## src/rtl/rsa_encrypt_seq.sv

```systemverilog
// Sequential modular exponentiation C = M^e mod n, right-to-left square-and-multiply.
// Fixed latency: done pulses W+1 edges after the accepting start; start is ignored while busy.
module rsa_encrypt_seq #(
    parameter int W = 8
) (
    input  logic         clk,
    input  logic         rst_n,
    input  logic         start,
    input  logic [W-1:0] M,
    input  logic [W-1:0] e,
    input  logic [W-1:0] n,
    output logic         busy,
    output logic         done,
    output logic [W-1:0] C,
    output logic         err
);

    localparam int CW = (W > 1) ? $clog2(W) : 1;

    typedef enum logic [1:0] {
        IDLE = 2'd0,
        RUN  = 2'd1,
        DONE = 2'd2
    } state_t;

    state_t          state_q, state_d;
    logic [W-1:0]    exp_q,   exp_d;
    logic [W-1:0]    mod_q,   mod_d;
    logic [W-1:0]    base_q,  base_d;
    logic [W-1:0]    acc_q,   acc_d;
    logic [CW-1:0]   cnt_q,   cnt_d;
    logic [W-1:0]    c_q,     c_d;
    logic            err_q,   err_d;
    logic            nz_q,    nz_d;

    // A zero modulus is steered to a divisor of 1 so the reducers never divide by
    // zero; every residue then collapses to 0, which is the required C for n=0.
    logic [W-1:0]    in_div;
    logic [2*W-1:0]  run_div;
    logic [2*W-1:0]  acc_prod;
    logic [2*W-1:0]  base_prod;
    logic [W-1:0]    acc_red;
    logic [W-1:0]    base_red;
    logic [W-1:0]    acc_step;

    assign in_div    = (n == '0) ? W'(1) : n;
    assign run_div   = (mod_q == '0) ? (2*W)'(1) : {{W{1'b0}}, mod_q};
    assign acc_prod  = {{W{1'b0}}, acc_q}  * {{W{1'b0}}, base_q};
    assign base_prod = {{W{1'b0}}, base_q} * {{W{1'b0}}, base_q};
    assign acc_red   = W'(acc_prod % run_div);
    assign base_red  = W'(base_prod % run_div);
    assign acc_step  = exp_q[0] ? acc_red : acc_q;

    always_ff @(posedge clk or negedge rst_n) begin
        if (!rst_n) begin
            state_q <= IDLE;
            exp_q   <= '0;
            mod_q   <= '0;
            base_q  <= '0;
            acc_q   <= '0;
            cnt_q   <= '0;
            c_q     <= '0;
            err_q   <= 1'b0;
            nz_q    <= 1'b0;
        end else begin
            state_q <= state_d;
            exp_q   <= exp_d;
            mod_q   <= mod_d;
            base_q  <= base_d;
            acc_q   <= acc_d;
            cnt_q   <= cnt_d;
            c_q     <= c_d;
            err_q   <= err_d;
            nz_q    <= nz_d;
        end
    end

    always_comb begin
        state_d = state_q;
        exp_d   = exp_q;
        mod_d   = mod_q;
        base_d  = base_q;
        acc_d   = acc_q;
        cnt_d   = cnt_q;
        c_d     = c_q;
        err_d   = err_q;
        nz_d    = nz_q;
        case (state_q)
            IDLE: begin
                if (start) begin
                    exp_d   = e;
                    mod_d   = n;
                    base_d  = M % in_div;
                    acc_d   = (n > W'(1)) ? W'(1) : '0;
                    cnt_d   = '0;
                    nz_d    = (n == '0);
                    state_d = RUN;
                end
            end
            RUN: begin
                acc_d  = acc_step;
                base_d = base_red;
                exp_d  = exp_q >> 1;
                cnt_d  = cnt_q + CW'(1);
                if (cnt_q == CW'(W - 1)) begin
                    c_d     = acc_step;
                    err_d   = nz_q;
                    state_d = DONE;
                end
            end
            DONE: begin
                state_d = IDLE;
            end
            default: begin
                state_d = IDLE;
            end
        endcase
    end

    assign busy = (state_q != IDLE);
    assign done = (state_q == DONE);
    assign C    = c_q;
    assign err  = err_q;

endmodule

```

## config.mk

```make
export PLATFORM = sky130hd
export DESIGN_NAME = rsa_encrypt_seq
export DESIGN_NICKNAME = d
export VERILOG_FILES = /design/src/rtl/rsa_encrypt_seq.sv
export SDC_FILE = /design/constraint.sdc
export NUM_CORES = 1
export LEC_CHECK = 0
export BUFFER_PORTS_ARGS = -buffer_cell sky130_fd_sc_hd__buf_2
export CAP_MARGIN = 20
export CELL_PAD_IN_SITES_DETAIL_PLACEMENT = 0
export CELL_PAD_IN_SITES_GLOBAL_PLACEMENT = 2
export CORE_AREA = 3 3 214 268
export CTS_CLUSTER_SIZE = 12
export DETAILED_ROUTE_END_ITERATION = 10
export DIE_AREA = 0 0 217 271
export PLACE_DENSITY_LB_ADDON = 0.2
export SLEW_MARGIN = 5
export SYNTH_ARGS = -nofsm -noshare
export SYNTH_HDL_FRONTEND = slang
export SYNTH_SLANG_ARGS = --single-unit
```

## constraint.sdc

```tcl
create_clock -name clk -period 33.6 [get_ports clk]
set_input_delay 3.36 -clock clk [delete_from_list [all_inputs] [get_ports clk]]
set_output_delay 3.36 -clock clk [all_outputs]
set_load 0.01 [all_outputs]
```

---- Word level (Yosys, flattened, before mapping) ----
Index checks and enable logic that the tools add are counted.
word-level totals
  logic and storage cells ................. 45
  register bits after elaboration ......... 47
  input port bits ......................... 27
  output and inout bits ................... 11
operators by class
  reductions and logical operators ........ 9
  multiply operators ...................... 2
  muxes and demuxes ....................... 15
  $lt $le $gt $ge ......................... 1
  div/mod/pow operators ................... 3
  equal/unequal tests ..................... 5
  $add $sub $neg .......................... 1
operators with widths
  operator                                                        count
  two-way mux 8 bit                                               6
  case mux 8 bit (2 select lines)                                 3
  modulo 16 x 16 -> 16 bit                                        2
  multiplier 8 x 8 -> 16 bit                                      2
  logical NOT 8 bit                                               2
  greater-than comparator 8 x 1 -> 1 bit (second input constant)  1
  modulo 8 x 8 -> 8 bit                                           1
  AND reduction 2 bit                                             4
  case mux 3 bit (2 select lines)                                 1
  two-way mux 2 bit                                               2
  inequality test 2 bit (second input constant)                   2
  case mux 2 bit (2 select lines)                                 1
  nonzero test 2 bit                                              2
  adder 3 x 1 -> 3 bit (second input constant)                    1
  equality test 3 bit (second input constant)                     1
  two-way mux 3 bit                                               1
  equality test 2 x 1 -> 1 bit (second input constant)            1
  equality test 2 bit (second input constant)                     1
  logical NOT 2 bit                                               1
  two-way mux 1 bit                                               1

---- Longest topological paths before layout ----
  depth after elaboration ................. 5
  depth in mapped cells ................... 176
  gate-level depth less buffers ........... 170

---- Worst setup path before layout ----
Ideal clock, no wire load.
  path kind ............................... register to register
  start point ............................. register base_q[4]
  end point ............................... register c_q[0], in the netlist C[0]
  clock period less this slack ............ 33536 ps
  data arrival time ....................... 33454 ps
  path slack .............................. 64 ps
  cell stages (with the launch flop) ...... 160
  path through ............................ dfrtp_1 > clkbuf_1 > nand2_1 > fa_1 > inv_1 > fa_1 > fa_1 > fa_1 > ha_1 > o21a_1 > o31a_1 > o41a_1 > nor3b_1 > nor3b_1 > xnor2_1 > ha_1 > a22oi_1 > o211a_1 > [... 124 more ...] > mux2i_1 > a41oi_1 > nor3_2 > nand2_1 > mux2_2 > ha_1 > nor2b_1 > o21ai_0 > nand2b_1 > a21o_1 > a21o_1 > o21ai_0 > nand2b_1 > a211oi_1 > o221ai_1 > a2111oi_4 > mux2_4 > a31oi_1
on the way
  cells in the longest elaborated chain, start to end .. 3
RTL lines
  item                        RTL line  source
  start, declared             29        logic [W-1:0] base_q, base_d;
  start signal, assigned      69        base_q <= base_d;
  multiplier 8 x 8 -> 16 bit  48        assign acc_prod = {{W{1'b0}}, acc_q} * {{W{1'b0}}, base_q};
  modulo 16 x 16 -> 16 bit    50        assign acc_red = W'(acc_prod % run_div);
  two-way mux 8 bit           52        assign acc_step = exp_q[0] ? acc_red : acc_q;
  end signal, assigned        62        c_q <= '0;
  end signal, assigned        72        c_q <= c_d;
  end, declared               32        logic [W-1:0] c_q, c_d;
No other way between the ends.
A chain may end at the register's enable or synchronous reset.

---- Worst setup path in the final report ----
  start point ............................. register base_q[2]
  end point ............................... register base_q[6]
on the way
  cells in the longest elaborated chain, start to end .. 3
RTL lines
  item                             RTL line  source
  multiplier 8 x 8 -> 16 bit       49        assign base_prod = {{W{1'b0}}, base_q} * {{W{1'b0}}, base_q};
  modulo 16 x 16 -> 16 bit         51        assign base_red = W'(base_prod % run_div);
  case mux 8 bit (2 select lines)  88        case (state_q)
No other way between the ends.

==> results_dict.tcl <==
set metrics [dict create \
    synthCells 2601 \
    die_h_um 271 \
    synth_area_leaders "ha_1 (20%), fa_1 (6.6%), dfrtp_1 (6.0%), nand2_1 (4.6%), a21oi_1 (4.4%)" \
    grtUsageTotal 0.2118 \
    die_area_mm2 0.05881 \
    vias 20450 \
    grt_overflow_total 0 \
    layout_commonest_cell "buf_4" \
    critPathTopFamily "compound AO/OA/AOI/OAI gates" \
    portBuffers 37 \
    worstPathArrival_ps 32190 \
    place_area_mm2 0.02217 \
    holdBufCountCts 0 \
    syn-num-nets 3001 \
    drc 0 \
    async_reset_ff_frac 1.000 \
    hold_viol_final 0 \
    hp-class "flip-flop to flip-flop" \
    post_drt_wl_per_cell_um 18.12 \
    dp_slack_ps -965.1 \
    ant_nets 0 \
    final-max-slew-violation-count 0 \
    synthesis.area_mm2 0.01967 \
    path_common_cell "o21a_1" \
    maxCapViolations 0 \
    final_cell_mix "buf_4 (289), ha_1 (276), nand2_1 (236), nor2_1 (183), inv_1 (160)" \
    finalWirelength_mm 65.70 \
    start_util 0.3576 \
    worst_pin_slew_ps 977.0 \
    gp_congestion 0.8994 \
    grt_pass1_vias 20430 \
    area_delta_synth_final_pct 23.77 \
    grt_pass1_wl_mm 103.8 \
    cts_root_buf "clkbuf_16" \
    clockBufferDepth 2 \
    synth_cell_types 111 \
    crit_slowest_cell "or4_4" \
    grt_start_max_net_pins 48 \
    vias_per_cell 5.639 \
    cp_max_fo 13 \
    clk_latency_ps 290 \
    hold-worst-slack_ps 481.7 \
    rows 96 \
    cp.required_ps 33770 \
    slowest_delay_ps 640 \
    max_freq_ghz 0.03123 \
    postLayoutCellArea_mm2 0.02435 \
    fp.dieW_um 217 \
    synth_top_area_share 0.1959 \
    clk_pin_slew_ps 70 \
    yosysSeqAreaShare 0.05979 \
    fin_skew_ps 6.747 \
    synth_edf_count 0 \
    cts_max_level 2 \
    clkSinkCount 47 \
    drt_iter0_drc 908 \
    fin_cells 3626 \
    cp_num_buf_inv 19 \
    cts_buffers 5 \
    core_area_mm2 0.05501 \
    dp_hpwl_mm 52.12 \
    placed_cells 3527 \
    critPathCaptureType "flip-flop" \
    diodes 0 \
    crit_type "flip-flop to flip-flop" \
    antenna_found_initial 0 \
    synthFlopType "dfrtp_1" \
    relSlewSlack 0.3487 \
    drtPass1Iterations 6 \
    start_kind "flip-flop" \
    syn_area_per_cell_um2 7.563 \
    finalCritPeriodShare 0.9530 \
    fin_crit_ps 32020 \
    layout.nets 3290 \
    ys_seq_elements 47 \
    status "completed" \
    setup_viol 0 \
    synth_top_area_cell "ha_1" \
    worst_slack_ps 1579 \
    tritoncts "done" \
    yosys_warnings 0 \
    drive_above_1_share 0.2321 \
    io_pins 38 \
]
==> Yosys cell counts (10+ instances only) <==
library cell,count
o31ai_1,46
nand2b_1,46
o21a_1,110
o21ai_0,117
o21bai_1,11
a211o_1,14
o21ai_1,18
a21o_1,68
and3_1,14
a21oi_1,174
mux2_2,56
a31oi_1,30
a21boi_0,12
nand3_1,46
or3_1,27
dfrtp_1,47
nor3b_1,19
xnor2_1,70
nand2_1,242
nor3_1,112
nand4_1,27
inv_1,163
ha_1,308
and2_1,90
xor2_1,53
nor4_1,10
o211a_1,15
o211ai_1,45
nor2_1,202
nor2b_1,24
fa_1,65
mux2i_1,34
a211oi_1,33
clkbuf_1,52
==> tightest hold or removal path: cells and delay by family, from the launching register on <==
kind,cells,cell delay (ps)
flops,1,340
simple gates,2,100
==> metrics by stage <==
| stage | utilization | TNS [ps] |
|---|---|---|
| detailed placement | 0.4030 | -7102 |
| finish | 0.4426 | 0 |
| floorplan | - | 0 |
| global route | 0.4426 | -4696 |
| global placement | 0.4030 | -111.0 |
| CTS | 0.4088 | 0 |
==> kinds of logic after synthesis <==
group	Yosys count	synth area share
adders and majority gates	373	0.2620
DFF	47	0.05979
xor gates and xnor gates	124	0.05559
muxes	98	0.05495
AOI/OAI and AO/OA	812	0.2874
and+or+nand+nor	919	0.2349
buffers and inverters	228	0.04528
==> path summary, 6_finish.rpt <==
kind,from,to,slack [ps],depth (start not counted)
min in group asynchronous,rst_n,C[7],3150,2
worst max register to register,base_q[2],base_q[6],1580,171
worst min-delay path,err,err,480,2
worst min register to register,err,err,480,2
max in group asynchronous,rst_n,base_q[6],29990,2
worst max-delay path,base_q[2],base_q[6],1580,171
==> cell type report <==
type                            count  area (µm²)
Timing Repair Buffer              344        2581
Tap cell                          735       919.6
Clock buffer                        5       125.1
Clock inverter                      3       47.55
Inverter                          165       619.3
Fill cell                        5721       30660
Multi-Input combinational cell   2327       18880
Sequential cell                    47        1180
==> sequential cells by signal, summed over array words and instances (netlist names), named ones only <==
signal / count
C: 8
acc_q: 8
exp_q: 8
mod_q: 8
base_q: 7
cnt_q: 3
state_q: 2
err: 1
nz_q: 1
==> routing by layer <==
layer  part of all wire  GRT usage  up-vias
met5                  0          0        -
met4              0.030    0.06234        0
met3              0.016   0.006852      116
met2               0.53     0.4154      277
met1               0.42     0.2466     9828
li1                   -          -    10230
==> repair_timing <==
item	in CTS	in global routing
endpoints found under the setup margin	22	24
gates cloned	0	3
hold endpoints to repair	0	0
pin swaps	3	125
gates resized for setup	31	261
setup buffers	4	83
Power is left out: the tool's default activity adds up to more than one toggle a clock period on the data nets, which glitch-free logic cannot reach.
